**src/rtl/commit_unit_multi_pkg.sv**
```systemverilog
// Shared constants, instruction type codes and FSM encoding for the multi-lane commit stage.
package commit_unit_multi_pkg;

  localparam logic [4:0]  ZERO_REGFILE  = 5'd0;
  localparam logic [3:0]  ZERO_ROB      = 4'd0;
  localparam logic [31:0] ZERO_DATA     = 32'd0;
  localparam logic [31:0] ZERO_ADDR     = 32'd0;

  localparam logic [2:0]  ALU_TYPE      = 3'd0;
  localparam logic [2:0]  STORE_TYPE    = 3'd1;
  localparam logic [2:0]  JUMP_TYPE     = 3'd2;

  localparam logic        FLUSH_ENABLE  = 1'b1;
  localparam logic        FLUSH_DISABLE = 1'b0;

  typedef enum logic [1:0] {
    ST_RUN        = 2'd0,
    ST_WAIT_STORE = 2'd1,
    ST_FLUSH      = 2'd2
  } commit_state_t;

endpackage

```
**src/rtl/commit_unit_multi_lane_scan.sv**
```systemverilog
// Combinational priority scan over the ROB head lanes: finds the retirable prefix,
// a taken jump inside it, a store sitting at the head, and the deduplicated write mask.
module commit_unit_multi_lane_scan
  import commit_unit_multi_pkg::*;
#(
  parameter int COMMIT_WIDTH = 2,
  parameter int REG_W        = 5,
  parameter int TYPE_W       = 3,
  parameter int CNT_W        = $clog2(COMMIT_WIDTH + 1),
  parameter int IDX_W        = (COMMIT_WIDTH > 1) ? $clog2(COMMIT_WIDTH) : 1
) (
  input  logic [COMMIT_WIDTH-1:0]        head_valid,
  input  logic [COMMIT_WIDTH*REG_W-1:0]  dest,
  input  logic [COMMIT_WIDTH*TYPE_W-1:0] itype,
  input  logic [COMMIT_WIDTH-1:0]        jump,
  output logic [CNT_W-1:0]               pop_cnt,
  output logic [COMMIT_WIDTH-1:0]        write_mask,
  output logic                           store_head,
  output logic                           jump_hit,
  output logic [IDX_W-1:0]               jump_idx
);

  logic [COMMIT_WIDTH-1:0] retire;
  logic                    stop;

  // Walk lanes oldest-first; a store beyond lane 0 waits to become the head itself.
  always_comb begin
    retire     = '0;
    store_head = 1'b0;
    jump_hit   = 1'b0;
    jump_idx   = '0;
    stop       = 1'b0;
    for (int i = 0; i < COMMIT_WIDTH; i++) begin
      if (stop) begin
        retire[i] = 1'b0;
      end else if (!head_valid[i]) begin
        stop = 1'b1;
      end else if (itype[i*TYPE_W +: TYPE_W] == TYPE_W'(STORE_TYPE)) begin
        stop = 1'b1;
        if (i == 0) begin
          store_head = 1'b1;
        end else begin
          store_head = store_head;
        end
      end else begin
        retire[i] = 1'b1;
        if (jump[i] && (itype[i*TYPE_W +: TYPE_W] == TYPE_W'(JUMP_TYPE))) begin
          jump_hit = 1'b1;
          jump_idx = IDX_W'(i);
          stop     = 1'b1;
        end else begin
          jump_hit = jump_hit;
        end
      end
    end
  end

  // Count the prefix and drop writes to x0 or shadowed by a younger lane with the same dest.
  always_comb begin
    pop_cnt    = '0;
    write_mask = '0;
    for (int i = 0; i < COMMIT_WIDTH; i++) begin
      pop_cnt       = pop_cnt + CNT_W'(retire[i]);
      write_mask[i] = retire[i] && (dest[i*REG_W +: REG_W] != REG_W'(ZERO_REGFILE));
      for (int j = i + 1; j < COMMIT_WIDTH; j++) begin
        if (retire[j] && (dest[j*REG_W +: REG_W] == dest[i*REG_W +: REG_W])) begin
          write_mask[i] = 1'b0;
        end else begin
          write_mask[i] = write_mask[i];
        end
      end
    end
  end

endmodule

```
**src/rtl/commit_unit_multi.sv**
```systemverilog
// In-order multi-lane retirement stage: registered regfile writes, serialised stores
// through an LSB req/ack handshake, and a one-cycle flush/redirect on a taken jump.
module commit_unit_multi
  import commit_unit_multi_pkg::*;
#(
  parameter int COMMIT_WIDTH = 2,
  parameter int DATA_W       = 32,
  parameter int ADDR_W       = 32,
  parameter int REG_W        = 5,
  parameter int ROB_W        = 4,
  parameter int TYPE_W       = 3,
  parameter int CNT_W        = $clog2(COMMIT_WIDTH + 1)
) (
  input  logic                           clk_in,
  input  logic                           rst_in,
  input  logic [COMMIT_WIDTH-1:0]        head_valid_from_rob,
  input  logic [COMMIT_WIDTH*REG_W-1:0]  regfile_pos_from_rob,
  input  logic [COMMIT_WIDTH*ROB_W-1:0]  rob_pos_from_rob,
  input  logic [COMMIT_WIDTH*DATA_W-1:0] data_from_rob,
  input  logic [COMMIT_WIDTH*ADDR_W-1:0] jump_addr_from_rob,
  input  logic [COMMIT_WIDTH*TYPE_W-1:0] type_from_rob,
  input  logic [COMMIT_WIDTH-1:0]        jump_from_rob,
  input  logic                           store_ack_from_lsb,
  output logic [CNT_W-1:0]               pop_cnt_to_rob,
  output logic [COMMIT_WIDTH-1:0]        write_to_regfile,
  output logic [COMMIT_WIDTH*REG_W-1:0]  addr_to_regfile,
  output logic [COMMIT_WIDTH*ROB_W-1:0]  rob_pos_to_regfile,
  output logic [COMMIT_WIDTH*DATA_W-1:0] data_to_regfile,
  output logic                           store_req_to_lsb,
  output logic [ROB_W-1:0]               store_rob_pos_to_lsb,
  output logic                           flush_from_commit,
  output logic                           jump_from_commit,
  output logic [ADDR_W-1:0]              jump_addr_from_commit
);

  localparam int IDX_W = (COMMIT_WIDTH > 1) ? $clog2(COMMIT_WIDTH) : 1;

  commit_state_t             state;
  logic [CNT_W-1:0]          scan_pop;
  logic [COMMIT_WIDTH-1:0]   write_mask;
  logic                      store_head;
  logic                      jump_hit;
  logic [IDX_W-1:0]          jump_idx;
  logic [COMMIT_WIDTH*REG_W-1:0]  addr_next;
  logic [COMMIT_WIDTH*ROB_W-1:0]  tag_next;
  logic [COMMIT_WIDTH*DATA_W-1:0] data_next;

  commit_unit_multi_lane_scan #(
    .COMMIT_WIDTH (COMMIT_WIDTH),
    .REG_W        (REG_W),
    .TYPE_W       (TYPE_W),
    .CNT_W        (CNT_W),
    .IDX_W        (IDX_W)
  ) u_scan (
    .head_valid (head_valid_from_rob),
    .dest       (regfile_pos_from_rob),
    .itype      (type_from_rob),
    .jump       (jump_from_rob),
    .pop_cnt    (scan_pop),
    .write_mask (write_mask),
    .store_head (store_head),
    .jump_hit   (jump_hit),
    .jump_idx   (jump_idx)
  );

  // Non-writing lanes present all-zero address, tag and data to the regfile.
  always_comb begin
    addr_next = '0;
    tag_next  = '0;
    data_next = '0;
    for (int i = 0; i < COMMIT_WIDTH; i++) begin
      if (write_mask[i]) begin
        addr_next[i*REG_W +: REG_W]   = regfile_pos_from_rob[i*REG_W +: REG_W];
        tag_next[i*ROB_W +: ROB_W]    = rob_pos_from_rob[i*ROB_W +: ROB_W];
        data_next[i*DATA_W +: DATA_W] = data_from_rob[i*DATA_W +: DATA_W];
      end else begin
        addr_next[i*REG_W +: REG_W]   = REG_W'(ZERO_REGFILE);
        tag_next[i*ROB_W +: ROB_W]    = ROB_W'(ZERO_ROB);
        data_next[i*DATA_W +: DATA_W] = DATA_W'(ZERO_DATA);
      end
    end
  end

  // Combinational pop: the ROB removes these entries at the coming edge.
  always_comb begin
    pop_cnt_to_rob = '0;
    if (rst_in) begin
      pop_cnt_to_rob = '0;
    end else begin
      case (state)
        ST_RUN:        pop_cnt_to_rob = scan_pop;
        ST_WAIT_STORE: pop_cnt_to_rob = store_ack_from_lsb ? CNT_W'(1) : CNT_W'(0);
        ST_FLUSH:      pop_cnt_to_rob = '0;
        default:       pop_cnt_to_rob = '0;
      endcase
    end
  end

  // Commit FSM with registered regfile, store and redirect outputs.
  always_ff @(posedge clk_in or posedge rst_in) begin
    if (rst_in) begin
      state                 <= ST_RUN;
      write_to_regfile      <= '0;
      addr_to_regfile       <= '0;
      rob_pos_to_regfile    <= '0;
      data_to_regfile       <= '0;
      store_req_to_lsb      <= 1'b0;
      store_rob_pos_to_lsb  <= ROB_W'(ZERO_ROB);
      flush_from_commit     <= FLUSH_DISABLE;
      jump_addr_from_commit <= ADDR_W'(ZERO_ADDR);
    end else begin
      write_to_regfile      <= '0;
      addr_to_regfile       <= '0;
      rob_pos_to_regfile    <= '0;
      data_to_regfile       <= '0;
      flush_from_commit     <= FLUSH_DISABLE;
      jump_addr_from_commit <= ADDR_W'(ZERO_ADDR);
      case (state)
        ST_RUN: begin
          if (store_head) begin
            store_req_to_lsb     <= 1'b1;
            store_rob_pos_to_lsb <= rob_pos_from_rob[ROB_W-1:0];
            state                <= ST_WAIT_STORE;
          end else begin
            write_to_regfile   <= write_mask;
            addr_to_regfile    <= addr_next;
            rob_pos_to_regfile <= tag_next;
            data_to_regfile    <= data_next;
            if (jump_hit) begin
              flush_from_commit     <= FLUSH_ENABLE;
              jump_addr_from_commit <= jump_addr_from_rob[jump_idx*ADDR_W +: ADDR_W];
              state                 <= ST_FLUSH;
            end else begin
              state <= ST_RUN;
            end
          end
        end
        ST_WAIT_STORE: begin
          if (store_ack_from_lsb) begin
            store_req_to_lsb     <= 1'b0;
            store_rob_pos_to_lsb <= ROB_W'(ZERO_ROB);
            state                <= ST_RUN;
          end else begin
            state <= ST_WAIT_STORE;
          end
        end
        ST_FLUSH: state <= ST_RUN;
        default:  state <= ST_RUN;
      endcase
    end
  end

  assign jump_from_commit = flush_from_commit;

endmodule

```
**config.mk**
```make
export PLATFORM = sky130hd
export DESIGN_NAME = commit_unit_multi
export DESIGN_NICKNAME = d
export VERILOG_FILES = /design/src/rtl/commit_unit_multi_pkg.sv /design/src/rtl/commit_unit_multi_lane_scan.sv /design/src/rtl/commit_unit_multi.sv
export SDC_FILE = /design/constraint.sdc
export NUM_CORES = 1
export LEC_CHECK = 0
export BUFFER_PORTS_ARGS = -buffer_cell sky130_fd_sc_hd__buf_4
export CAP_MARGIN = 20
export CORE_MARGIN = 4
export CORE_UTILIZATION = 40
export CTS_BUF_LIST = sky130_fd_sc_hd__clkbuf_2
export CTS_CLUSTER_DIAMETER = 150
export DETAILED_ROUTE_END_ITERATION = 10
export PLACE_DENSITY = 0.78
export SLEW_MARGIN = 15
export SYNTH_ARGS = -nofsm -noshare
export SYNTH_HDL_FRONTEND = slang
export SYNTH_HIERARCHICAL = 1
export SYNTH_SLANG_ARGS = --single-unit
export TNS_END_PERCENT = 30
```
**constraint.sdc**
```tcl
create_clock -name clk_in -period 4.2 [get_ports clk_in]
set_clock_uncertainty 0.15 [all_clocks]
set_input_delay 0.84 -clock clk_in [delete_from_list [all_inputs] [get_ports clk_in]]
set_output_delay 0.84 -clock clk_in [all_outputs]
set_load 0.02 [all_outputs]
```
======== Word level (Yosys, flattened, before mapping) ========
Index checks and enable logic that the tools add are counted.
W data, S select, Z words.
cells by class
  add/subtract/negate cells ............... 1
  eq/ne operators ......................... 8
  shifts and indexed selects .............. 1
  mux-type cells .......................... 54
  reduce and logical (&&, ||, !) cells .... 10
operators with widths
  cell                  number
  $mux W32              5
  $mux W64              2
  $shiftx A64 B7 Y32    1
  $mux W1               28
  $mux W10              2
  $mux W4               4
  $mux W8               2
  $mux W2               5
  $mux W5               2
  $reduce_bool A5 Y1    2
  $pmux W2 S2           2
  $pmux W4 S2           1
  $eq A3 B1 Y1 const B  2
  $eq A3 B2 Y1 const B  2
  $eq A5 B5 Y1          1
  $logic_and A1 B1 Y1   5
  $ne A2 B2 Y1 const B  2
  $reduce_and A3 Y1     1
  $add A1 B1 Y2         1
  $eq A2 B1 Y1 const B  1
  $logic_not A2 Y1      1
  $pmux W1 S2           1
  $reduce_bool A2 Y1    1
storage, ports and cells
  register bits after elaboration ......... 124
  output and inout port bits .............. 125

======== Depth between registers and ports, before layout ========
Gate-level depths: netlist of run 1.
  depth after elaboration ................. 12
  mapped depth ............................ 7
  gate-level depth less buffers ........... 6

======== Modules after synthesis ========
Netlist of run 1, hierarchy kept.
modules (own cells, without submodules)
  module                       instances  cells an instance  area an instance (um2)
  commit_unit_multi            1          327                4409.2
  commit_unit_multi_lane_scan  1          25                 178.9

======== Worst setup path before layout of run 1 ========
Ideal clock, no wire load.
  path type ............................... input -> output
  start point ............................. input type_from_rob[1]
  end point ............................... output pop_cnt_to_rob[1]
  arrival ................................. 2135 ps
  required time ........................... 3210 ps
  path slack .............................. 1075 ps
  stages on the path ...................... 5
  path through ............................ nand2b_1 a21oi_1 a211oi_2 ha_1 nor4b_1
between the ends
  cells in the longest elaborated chain, start to end .. 9
  elaborated cells on any way between the ends .. 12
ends and longest elaborated chain
  element              line                               source
  start, declared      commit_unit_multi.sv:21            input logic [COMMIT_WIDTH*TYPE_W-1:0] type_from_rob,
  $eq A3 B2 Y1         commit_unit_multi_lane_scan.sv:47  if (jump[i] && (itype[i*TYPE_W +: TYPE_W] == TYPE_W'(JUMP_TYPE))) begin
  $logic_and A1 B1 Y1  commit_unit_multi_lane_scan.sv:47
  $mux W1              commit_unit_multi_lane_scan.sv:47
  $mux W1              commit_unit_multi_lane_scan.sv:38  end else if (itype[i*TYPE_W +: TYPE_W] == TYPE_W'(STORE_TYPE)) begin
  $mux W1              commit_unit_multi_lane_scan.sv:36  end else if (!head_valid[i]) begin
  $mux W1              commit_unit_multi_lane_scan.sv:34  if (stop) begin
  $add A1 B1 Y2 *      commit_unit_multi_lane_scan.sv:63  pop_cnt = pop_cnt + CNT_W'(retire[i]);
  via scan_pop[1]      commit_unit_multi.sv:39            logic [CNT_W-1:0] scan_pop;
  $pmux W2 S2 *        commit_unit_multi.sv:90            case (state)
  $mux W2 *            commit_unit_multi.sv:87            if (rst_in) begin
  end, declared        commit_unit_multi.sv:24            output logic [CNT_W-1:0] pop_cnt_to_rob,
Mark *: on every way through the listed nets, which the timed path passes. The rest lies on a longest branch.

======== Worst setup path after layout of run 1 ========
  start point ............................. input type_from_rob[0]
  end point ............................... output pop_cnt_to_rob[0]
Same word-level chain as after synthesis.

==> results of run 1 <==
path summary, 6_finish.rpt:
path	from	slack (ns)	to	depth (start not counted)
hold / removal	rst_in	0.14	store_rob_pos_to_lsb[0]	2
setup / recovery	type_from_rob[0]	1.00	pop_cnt_to_rob[0]	8
hold reg to reg	store_rob_pos_to_lsb[0]	0.40	store_rob_pos_to_lsb[0]	1
min in group clk_in	data_from_rob[58]	0.26	data_to_regfile[58]	2
setup reg to reg	state[0]	2.30	data_to_regfile[14]	3
max in group asynchronous	rst_in	2.93	data_to_regfile[22]	3
routing by layer:
layer / vias to the layer above / wire length, um
met2: 205 / 6720
met3: 16 / 1620
met4: 0 / 210
met1: 1779 / 4770
met5: - / 0
li1: 1760 / -
placed cells by master, fill, tap and decap left out, drive strengths merged, types with 5 or more instances in the layout:
master	instances
a21oi	7
clkinvlp	5
mux2i	33
dfrtp	124
inv	5
clkinv	6
buf	288
nor2b	5
nand2b	5
and3	82
clkbuf	18
nor2	35
report_power, final:
part | total [W] | internal [W] | switching (W)
clock | 0.000730 | 0.000274 | 0.000456
sequential | 0.00128 | 0.00125 | 0.0000256
combinational | 0.000444 | 0.000222 | 0.000222
layout make-up:
| type | count | area [um^2] |
|---|---|---|
| Clock buffer | 18 | 90.1 |
| Sequential cell | 124 | 3100 |
| Timing Repair Buffer | 288 | 2170 |
| Clock inverter | 14 | 145 |
| Tap cell | 140 | 175 |
| Fill cell | 876 | 4000 |
| Inverter | 4 | 18.8 |
| Multi-Input combinational cell | 198 | 1330 |
cell families after synthesis:
| group | after synthesis |
|---|---|
| flops | 124 |
| xor+xnor | 5 |
| simple gates | 141 |
| fa+ha+maj | 1 |
| mux | 33 |
| compound gates | 18 |
| buf+inv | 30 |
critical path, delay by kind of cell:
| kind | cells | cell delay (ns) |
|---|---|---|
| fa+ha+maj | 1 | 0.29 |
| buf+inv | 2 | 0.29 |
| simple gates | 2 | 0.35 |
| compound gates | 2 | 0.37 |
| mux | 1 | 0.06 |
through the flow:
stage                     util, %  cells  setup WS, ns  area [um^2]
final                        63.8    786          1.00         7040
after detailed placement     61.6    754         0.999         6800
after global placement       61.6    754          1.02         6800
after CTS                    63.8    786         0.989         7040
after floorplan                 -    352          1.07         4590
after global routing         63.8    786         0.917         7040
flip-flops by register name, indices dropped and copies added, names as in the netlist:
| register | cells |
|---|---|
| state | 2 |
| write_to_regfile | 2 |
| store_rob_pos_to_lsb | 4 |
| data_to_regfile | 64 |
| store_req_to_lsb | 1 |
| rob_pos_to_regfile | 8 |
| jump_addr_from_commit | 32 |
| flush_from_commit | 1 |
| addr_to_regfile | 10 |
==> impl_metrics.csv, run 1 <==
group,metric,value,unit
status,outcome,"complete, no violations",
synth,syn-num-nets,512,
global_routing,busiest_layer,"met2",
worst_setup_path,cp.arrival,2.21,ns
clock_network,post_cts_resized,0,
synth,synthAdderAreaFrac,0.273,%
worst_setup_path,startpoint_type,"primary input",
placed_design,port_buffers,283,
floorplanning,die_y,115,um
clock_network,clock_sinks,124,
min_path,hold_path.class,"primary input to asynchronous set/reset pin",
sta,max_freq,0.313,GHz
synth,synth_compound_area_share,2.62,%
floorplanning,die_x,115,um
synth,synth_edf_count,0,
detailed_routing,wirelength,13.3,mm
run,cap_violations,0,
power,p_leak,3.98,nW
clock_network,holdBufCountCts,0,
floorplanning,num_io_pins,284,
detailed_routing,wire_per_inst,17.0,um
synth,synth.top_cell.area_share,67.6,%
synth,async_flop_share,100,%
global_routing,met2_usage,32.4,%
synth,synth_area_per_cell,13.0,um^2
layout,area_delta_synth_final,53.3,%
sta,fin_crit,3.20,ns
global_routing,grt_overflow,0,
placed_design,dpl.hpwl,10.0,mm
power,ir_worst_vdd,0.167,mV
detailed_routing,vias,3760,
power,powerDensity,349,nW/um^2
floorplanning,core,11000,um^2
sta,final-setup-viol-count,0,
worst_setup_path,cp_max_fo,3,
worst_setup_path,worstPathRequired,3.21,ns
floorplanning,die_area,13200,um^2
sta,slew_headroom,29.1,%
global_routing,gr-usage-met3,8.53,%
synth,seq_area_frac_synth,67.6,%
floorplanning,num_rows,38,
layout,drive_above_1_share,50.5,%
worst_setup_path,worstSetupPathType,"primary input to output pin",
synth,ys_seq_elements,124,
detailed_routing,drtIter0Drc,295,
sta,fin_tns_setup,0,ns
synth,yosysMostFrequentCell,"dfrtp_1",
synth,yosys_warnings,6,
sta,worstMarginPinSlew,1.06,ns
synth,synthMuxAreaShare,7.20,%
power,p_total,0.00245,W
global_routing,grt_pass1_vias,3894,
sta,rsz0062_at_grt,"false",
sta,finalHoldWorstSlack,0.142,ns
global_routing,grt_antenna_before_repair,0,
synth,synth_top_family_by_area,"simple AND/OR/NAND/NOR gates",
clock_network,cts.path.max_buffers,2,
sta,finalHoldViolCount,0,
detailed_routing,drcViolationCount,0,
global_routing,grt_pass1_wl,19.9,mm
floorplanning,start_util,41.6,%
synth,netlist_instances,352,
sta,final_max_slew_viol_count,0,
layout,antenna_cells,0,
clock_network,cts_setup_buffers,0,
sta,finalCritPeriodShare,76.1,%
clock_network,cts.htree.levels,4,
placed_design,gp_congestion,0.786,
detailed_routing,firstDrtPassIters,4,
layout,nets,793,
global_routing,met1_usage,22.9,%
worst_setup_path,worst_setup_path_end_kind,"output pin",
global_routing,track_usage,19.6,%
worst_setup_path,cpMostUsedCell,"buf_4",
synth,synth_ff_type,"dfrtp_1",
synth,synth_area,4590,um^2
clock_network,numCtsBuffers,17,
clock_network,insertion_delay,0.62,ns
synth,synth_cell_types,32,
clock_network,cts_tree,"yes",
detailed_routing,vias_per_cell,4.78,
synth,yosys.area_share.simple,17.7,%
worst_setup_path,crit_path_cell_trace,"buf_4, nand3b_1, a21oi_1, a211oi_2, ha_1, mux2i_1, nor3_1, buf_4",
global_routing,grt_start_max_net_pins,85,
synth,synth_area_leaders,"dfrtp_1 (68%), and3_1 (11%), mux2i_1 (7.2%)",
worst_setup_path,cpMaxStageDelayCell,"ha_1",
synth,synth_xor_area_share,0.954,%
synth,synth.largest_area_cell,"dfrtp_1",
worst_setup_path,cpPeakStageDelay,0.29,ns
synth,synthTopCellsByCount,"dfrtp_1 (124), and3_1 (82), nor2_1 (35), mux2i_1 (33), clkbuf_1 (11)",
detailed_routing,ant_nets,0,
clock_network,cts.clk_slew.worst_paths,0.21,ns
clock_network,cts_root_buffer,"clkbuf_2",
No activity file was read; power rests on OpenSTA's default activity.
==> inputs of run 2 (changes only) <==
--- a/config.mk
+++ b/config.mk
@@ -8,11 +8,11 @@
 export BUFFER_PORTS_ARGS = -buffer_cell sky130_fd_sc_hd__buf_4
 export CAP_MARGIN = 20
 export CORE_MARGIN = 4
-export CORE_UTILIZATION = 40
+export CORE_UTILIZATION = 44
 export CTS_BUF_LIST = sky130_fd_sc_hd__clkbuf_2
 export CTS_CLUSTER_DIAMETER = 150
 export DETAILED_ROUTE_END_ITERATION = 10
-export PLACE_DENSITY = 0.78
+export PLACE_DENSITY = 0.82
 export SLEW_MARGIN = 15
 export SYNTH_ARGS = -nofsm -noshare
 export SYNTH_HDL_FRONTEND = slang
==> constraint.sdc (replaced) <==
create_clock -name clk_in -period 3.3 [get_ports clk_in]
set_clock_uncertainty 0.15 [all_clocks]
set_input_delay 0.66 -clock clk_in [delete_from_list [all_inputs] [get_ports clk_in]]
set_output_delay 0.66 -clock clk_in [all_outputs]
set_load 0.02 [all_outputs]
==> run 2 against run 1 <==
- final cell count down 0.25%
- global-route usage up 1.3 points
- non-clock buffer count up 2
- routed wire length down 2.1%
- flip-flop and latch count unchanged
- via count up 0.56%
- worst hold slack worse by 0.038 ns
- sequential power up 27%
- power up 35%
- critical path type unchanged
- largest power group unchanged
==> impl_metrics.csv, run 2 (synthesized netlist as in run 1, its figures left out) <==
group,metric,value,unit
sta,finalCritPeriodShare,85.2,%
sta,worstMarginPinSlew,0.988,ns
min_path,hold_path.class,"primary input to flop",
sta,slew_headroom,34.1,%
placed_design,port_buffers,283,
detailed_routing,drtIter0Drc,194,
clock_network,numCtsBuffers,17,
global_routing,grt_overflow,0,
global_routing,grt_antenna_before_repair,0,
clock_network,cts.htree.levels,4,
worst_setup_path,cp_top_family,"compound AO/OA/AOI/OAI gates",
layout,design_area,7110,um^2
placed_design,gp_congestion,0.825,
global_routing,gr-usage-met3,7.51,%
worst_setup_path,path_buf_inv,2,
worst_setup_path,reg2regPathDepth,4,
sta,final-setup-viol-count,0,
floorplanning,start_util,44.8,%
worst_setup_path,rrSetupSlack,1.21,ns
global_routing,grt_start_max_net_pins,86,
detailed_routing,wire_per_inst,16.6,um
layout,nets,795,
worst_setup_path,crit_path_cell_trace,"buf_4, nand3b_1, a21oi_1, a211oi_2, ha_1, mux2i_1, nor3_1, buf_4",
layout,area_delta_synth_final,55.0,%
worst_setup_path,worstPathRequired,2.49,ns
global_routing,met1_usage,24.3,%
detailed_routing,wirelength,13.1,mm
detailed_routing,drcViolationCount,0,
floorplanning,core,10200,um^2
floorplanning,num_io_pins,284,
global_routing,met2_usage,34.8,%
worst_setup_path,cpPeakStageDelay,0.29,ns
worst_setup_path,worstSetupPathType,"primary input to output pin",
sta,final_max_slew_viol_count,0,
global_routing,grt_pass1_wl,19.2,mm
run,cap_violations,0,
layout,drive_above_1_share,50.3,%
global_routing,grt_pass1_vias,3767,
clock_network,cts.clk_slew.worst_paths,0.21,ns
detailed_routing,firstDrtPassIters,4,
sta,fin_tns_setup,0,ns
power,p_leak,4.02,nW
worst_setup_path,cp.depth,8,
worst_setup_path,cpMaxStageDelayCell,"ha_1",
worst_setup_path,cp.arrival,2.00,ns
sta,max_freq,0.356,GHz
floorplanning,num_rows,37,
worst_setup_path,cpMostUsedCell,"buf_4",
clock_network,insertion_delay,0.60,ns
power,ir_worst_vdd,0.310,mV
worst_setup_path,regToRegStartpoint,"state[0]",
sta,finalHoldWorstSlack,0.104,ns
clock_network,post_cts_resized,0,
sta,fin_crit,2.81,ns
detailed_routing,ant_nets,0,
clock_network,cts_tree,"yes",
detailed_routing,vias_per_cell,4.82,
worst_setup_path,cp_max_fo,3,
clock_network,cts.path.max_buffers,2,
worst_setup_path,startpoint_type,"primary input",
worst_setup_path,endpoint,"pop_cnt_to_rob[0]",
placed_design,placed_area,6800,um^2
sta,finalHoldViolCount,0,
layout,antenna_cells,0,
clock_network,clock_sinks,124,
worst_setup_path,worst_setup_path_end_kind,"output pin",
worst_setup_path,crit_start,"type_from_rob[0]",
floorplanning,die_y,110,um
layout,largest_register,"data_to_regfile",
layout,top_regs,"data_to_regfile (64), jump_addr_from_commit (32), addr_to_regfile (10)",
layout,largest_reg_flops,64,
floorplanning,die_area,12100,um^2
global_routing,busiest_layer,"met2",
sta,rsz0062_at_grt,"false",
detailed_routing,vias,3781,
power,powerDensity,467,nW/um^2
worst_setup_path,rr_endpoint,"jump_addr_from_commit[24]",
floorplanning,die_x,110,um
clock_network,cts_root_buffer,"clkbuf_2",
layout,layout_common_cells,"buf_4 (287), dfrtp_1 (124), and3_1 (82)",
layout,layout_commonest_cell,"buf_4",
placed_design,dpl.hpwl,10.1,mm
global_routing,track_usage,20.9,%
status,outcome,"complete, no violations",
## run 2: routing by layer
metal | up-vias | share of wire, %
met1 | 1780 | 35
met5 | - | 0
li1 | 1768 | -
met3 | 31 | 11
met2 | 202 | 51
met4 | 0 | 3.3
## run 2: final cells by class
type / instances / area, um^2
clock inverter: 14 / 208
sequential: 124 / 3100
clock buffer: 18 / 90.1
inverter: 4 / 18.8
fill: 747 / 3120
multi-input combinational: 198 / 1330
tap: 136 / 170
timing repair buffer: 290 / 2190
## run 2: stage by stage
| stage | util [%] | setup slack, ns | total power (W) | cells |
|---|---|---|---|---|
| detailed placement | 66.4 | 0.492 | 0.00223 | 750 |
| finish | 69.5 | 0.487 | 0.00332 | 784 |
| global placement | 66.4 | 0.535 | 0.00221 | 750 |
| floorplan | - | 0.535 | 0.00191 | 352 |
| CTS | 69.5 | 0.488 | 0.00337 | 784 |
| global route | 69.5 | 0.355 | 0.00349 | 784 |
## run 2: power by group
group / switching, W / leakage, nW / total (W) / internal [W]
clock: 0.000603 / 0.169 / 0.00113 / 0.000522
combinational: 0.000285 / 2.17 / 0.000569 / 0.000284
sequential: 0.0000311 / 1.68 / 0.00163 / 0.00159
## run 2: timing repair
action	4_1_cts	5_1_grt
setup buffers	0	0
endpoints found under the hold margin	25	0
setup endpoints to repair	0	0
hold buffers	2	0
## run 2: worst min path at each step
stage | startpoint | end | slack, ns | depth (start not counted)
final | data_from_rob[34] | data_to_regfile[34] | 0.10 | 2
after global routing | data_from_rob[19] | data_to_regfile[19] | 0.001 | 2
after CTS | data_from_rob[39] | data_to_regfile[39] | 0.0009 | 2
after detailed placement | store_rob_pos_to_lsb[1] | store_rob_pos_to_lsb[1] | 0.35 | 1
after global placement | store_rob_pos_to_lsb[1] | store_rob_pos_to_lsb[1] | 0.34 | 1
after floorplan | state[1] | state[0] | 0.38 | 1
==> inputs of run 3 (changes only) <==
--- a/config.mk
+++ b/config.mk
@@ -8,7 +8,7 @@
 export BUFFER_PORTS_ARGS = -buffer_cell sky130_fd_sc_hd__buf_4
 export CAP_MARGIN = 20
 export CORE_MARGIN = 4
-export CORE_UTILIZATION = 44
+export CORE_UTILIZATION = 46
 export CTS_BUF_LIST = sky130_fd_sc_hd__clkbuf_2
 export CTS_CLUSTER_DIAMETER = 150
 export DETAILED_ROUTE_END_ITERATION = 10
@@ -16,6 +16,5 @@
 export SLEW_MARGIN = 15
 export SYNTH_ARGS = -nofsm -noshare
 export SYNTH_HDL_FRONTEND = slang
-export SYNTH_HIERARCHICAL = 1
 export SYNTH_SLANG_ARGS = --single-unit
 export TNS_END_PERCENT = 30
==> run 3 against run 2 <==
- power down 2.2%
- sequential share of layout area down 3.2 points
- register-to-register slack worse by 0.03 ns
- setup slack better by 0.095 ns
- non-clock buffer count up 13
- via count up 20%
- clock power down 14%
- sequential power about the same
- critical path type unchanged
==> impl_metrics.csv, run 3 <==
group,metric,value,unit
worst_setup_path,rrSetupSlack,1.18,ns
detailed_routing,drtIter0Drc,267,
worst_setup_path,regToRegStartpoint,"state[0]",
sta,worstMarginPinSlew,0.647,ns
min_path,hold_path.class,"primary input to asynchronous set/reset pin",
placed_design,gp_congestion,0.858,
worst_setup_path,cp.arrival,1.91,ns
synth,synth.top_cell.area_share,60.2,%
floorplanning,die_x,114,um
sta,rsz0062_at_grt,"false",
clock_network,cts_root_buffer,"clkbuf_2",
detailed_routing,drcViolationCount,0,
placed_design,port_buffers,283,
synth,synth_area,5150,um^2
worst_setup_path,path_buf_inv,2,
run,cap_violations,0,
sta,finalHoldViolCount,0,
synth,synth.largest_area_cell,"dfrtp_1",
sta,fin_ws,0.582,ns
worst_setup_path,cpMostUsedCell,"buf_4",
floorplanning,core,10900,um^2
layout,largest_register,"data_to_regfile",
synth,yosys_warnings,0,
layout,drive_above_1_share,50.9,%
clock_network,cts_tree,"yes",
layout,area_delta_synth_final,49.1,%
synth,synthTopCellsByCount,"dfrtp_1 (124), a211oi_1 (73), inv_1 (43), and2_4 (35), nand3_1 (35)",
layout,antenna_cells,0,
worst_setup_path,worstPathRequired,2.49,ns
layout,largest_reg_flops,64,
synth,seq_area_frac_synth,60.2,%
synth,synth_edf_count,0,
synth,synth_cell_types,41,
layout,design_area,7680,um^2
synth,synth_area_per_cell,11.7,um^2
clock_network,cts_setup_buffers,0,
layout,nets,882,
power,ir_worst_vdd,0.232,mV
placed_design,dpl.hpwl,11.9,mm
power,p_total,0.00325,W
global_routing,grt_antenna_before_repair,0,
detailed_routing,vias,4527,
power,powerDensity,422,nW/um^2
clock_network,post_cts_resized,0,
layout,layout_common_cells,"buf_4 (292), dfrtp_1 (124), a211oi_1 (73)",
synth,ys_seq_elements,124,
placed_design,dp_cells,834,
synth,netlist_instances,439,
layout,layout_commonest_cell,"buf_4",
worst_setup_path,rr_endpoint,"data_to_regfile[5]",
status,outcome,"complete, no violations",
global_routing,grt_overflow,0,
global_routing,grt_start_max_net_pins,125,
detailed_routing,wirelength,15.9,mm
floorplanning,num_io_pins,284,
synth,synth_area_leaders,"dfrtp_1 (60%), a211oi_1 (11%), and2_4 (5.9%)",
synth,synth_ff_type,"dfrtp_1",
clock_network,insertion_delay,0.61,ns
clock_network,cts.path.max_buffers,2,
clock_network,clock_sinks,124,
worst_setup_path,cp_max_fo,4,
worst_setup_path,worstSetupPathType,"primary input to output pin",
global_routing,grt_pass1_vias,4587,
worst_setup_path,reg2regPathDepth,4,
clock_network,cts.clk_slew.worst_paths,0.18,ns
worst_setup_path,crit_start,"type_from_rob[1]",
worst_setup_path,startpoint_type,"primary input",
synth,syn-num-nets,599,
placed_design,pre_cts_ws,0.576,ns
layout,finalNonFillerCells,875,
floorplanning,die_area,13000,um^2
synth,async_flop_share,100,%
layout,top_regs,"data_to_regfile (64), jump_addr_from_commit (32), addr_to_regfile (10)",
sta,final-setup-viol-count,0,
floorplanning,start_util,47.3,%
clock_network,cts.htree.levels,4,
detailed_routing,vias_per_cell,5.17,
worst_setup_path,cpPeakStageDelay,0.28,ns
worst_setup_path,cp_top_family,"simple AND/OR/NAND/NOR gates",
clock_network,numCtsBuffers,17,
detailed_routing,ant_nets,0,
power,p_leak,4.01,nW
synth,yosysMostFrequentCell,"dfrtp_1",
floorplanning,num_rows,38,
placed_design,placed_area,7350,um^2
global_routing,grt_pass1_wl,23.9,mm
sta,max_freq,0.368,GHz
sta,fin_crit,2.72,ns
detailed_routing,wire_per_inst,18.2,um
sta,slew_headroom,56.9,%
layout,post-route-util,70.6,%
global_routing,track_usage,23.9,%
worst_setup_path,worst_setup_path_end_kind,"output pin",
worst_setup_path,cpMaxStageDelayCell,"ha_1",
worst_setup_path,crit_path_cell_trace,"buf_4, nor3b_2, nand4b_4, nor2_4, ha_1, mux2i_1, nor3_1, buf_4",
sta,finalCritPeriodShare,82.4,%
detailed_routing,firstDrtPassIters,5,
floorplanning,die_y,114,um
sta,final_max_slew_viol_count,0,
## run 3: metal layers
layer / share of wire (%) / routed length (um) / vias up / track usage (%)
li1: - / - / 2084 / -
met1: 35 / 5530 / 2169 / 27.0
met2: 52 / 8250 / 241 / 42.2
met3: 11 / 1700 / 33 / 8.65
met4: 2.5 / 400 / 0 / 7.76
met5: 0 / 0 / - / 0
## run 3: per-stage QoR
stage | TNS [ns] | hold WS, ns
floorplan | -0.558 | 0.367
global placement | 0 | 0.355
detailed placement | 0 | 0.369
CTS | 0 | 0.0133
global route | 0 | 0.00155
finish | 0 | 0.0513
## run 3: cell type report
class,count,area [um^2]
clock buffers,19,95.1
well taps,140,175
flip-flops and latches,124,3100
repair buffers,303,2320
multi-input cells,233,1670
inverters,43,165
fillers,789,3200
clock inverters,13,149
## run 3: power breakdown
| part | switching (W) | internal, W | total (W) |
|---|---|---|---|
| Sequential | 0.0000359 | 0.00159 | 0.00163 |
| Combinational | 0.000337 | 0.000307 | 0.000644 |
| Clock | 0.000551 | 0.000420 | 0.000971 |
| Total | 0.000924 | 0.00232 | 0.00325 |
## run 3: kinds of logic after synthesis
family | after synthesis | synth area share [%]
DFF | 124 | 60.2
AOI/OAI and AO/OA | 119 | 15.7
and+or+nand+nor | 107 | 14.9
xor gates and xnor gates | 5 | 0.850
muxes | 1 | 0.194
buffers and inverters | 82 | 7.94
adders and majority gates | 1 | 0.243
## run 3: how the worst max path moves through the flow
stage                                    to  slack [ns]  cells after the start
final                     pop_cnt_to_rob[0]        0.58                      8
after global routing      pop_cnt_to_rob[0]        0.48                      8
after CTS                 pop_cnt_to_rob[0]        0.57                      8
after detailed placement  pop_cnt_to_rob[0]        0.58                      8
after global placement    pop_cnt_to_rob[0]        0.60                      8
after floorplan           pop_cnt_to_rob[1]       -0.56                      2
## run 3: what timing repair did
action | 4_1_cts | 5_1_grt
hold buffers | 0 | 9
hold endpoints to repair | 0 | 9
endpoints found under the setup margin | 0 | 0
## run 3: worst reg2reg max path, cell delays in order (launching register included)
cell	delay [ns]
dfrtp_1	0.54
nor2_4	0.19
nand3_2	0.52
buf_4	0.42
a211oi_1	0.24
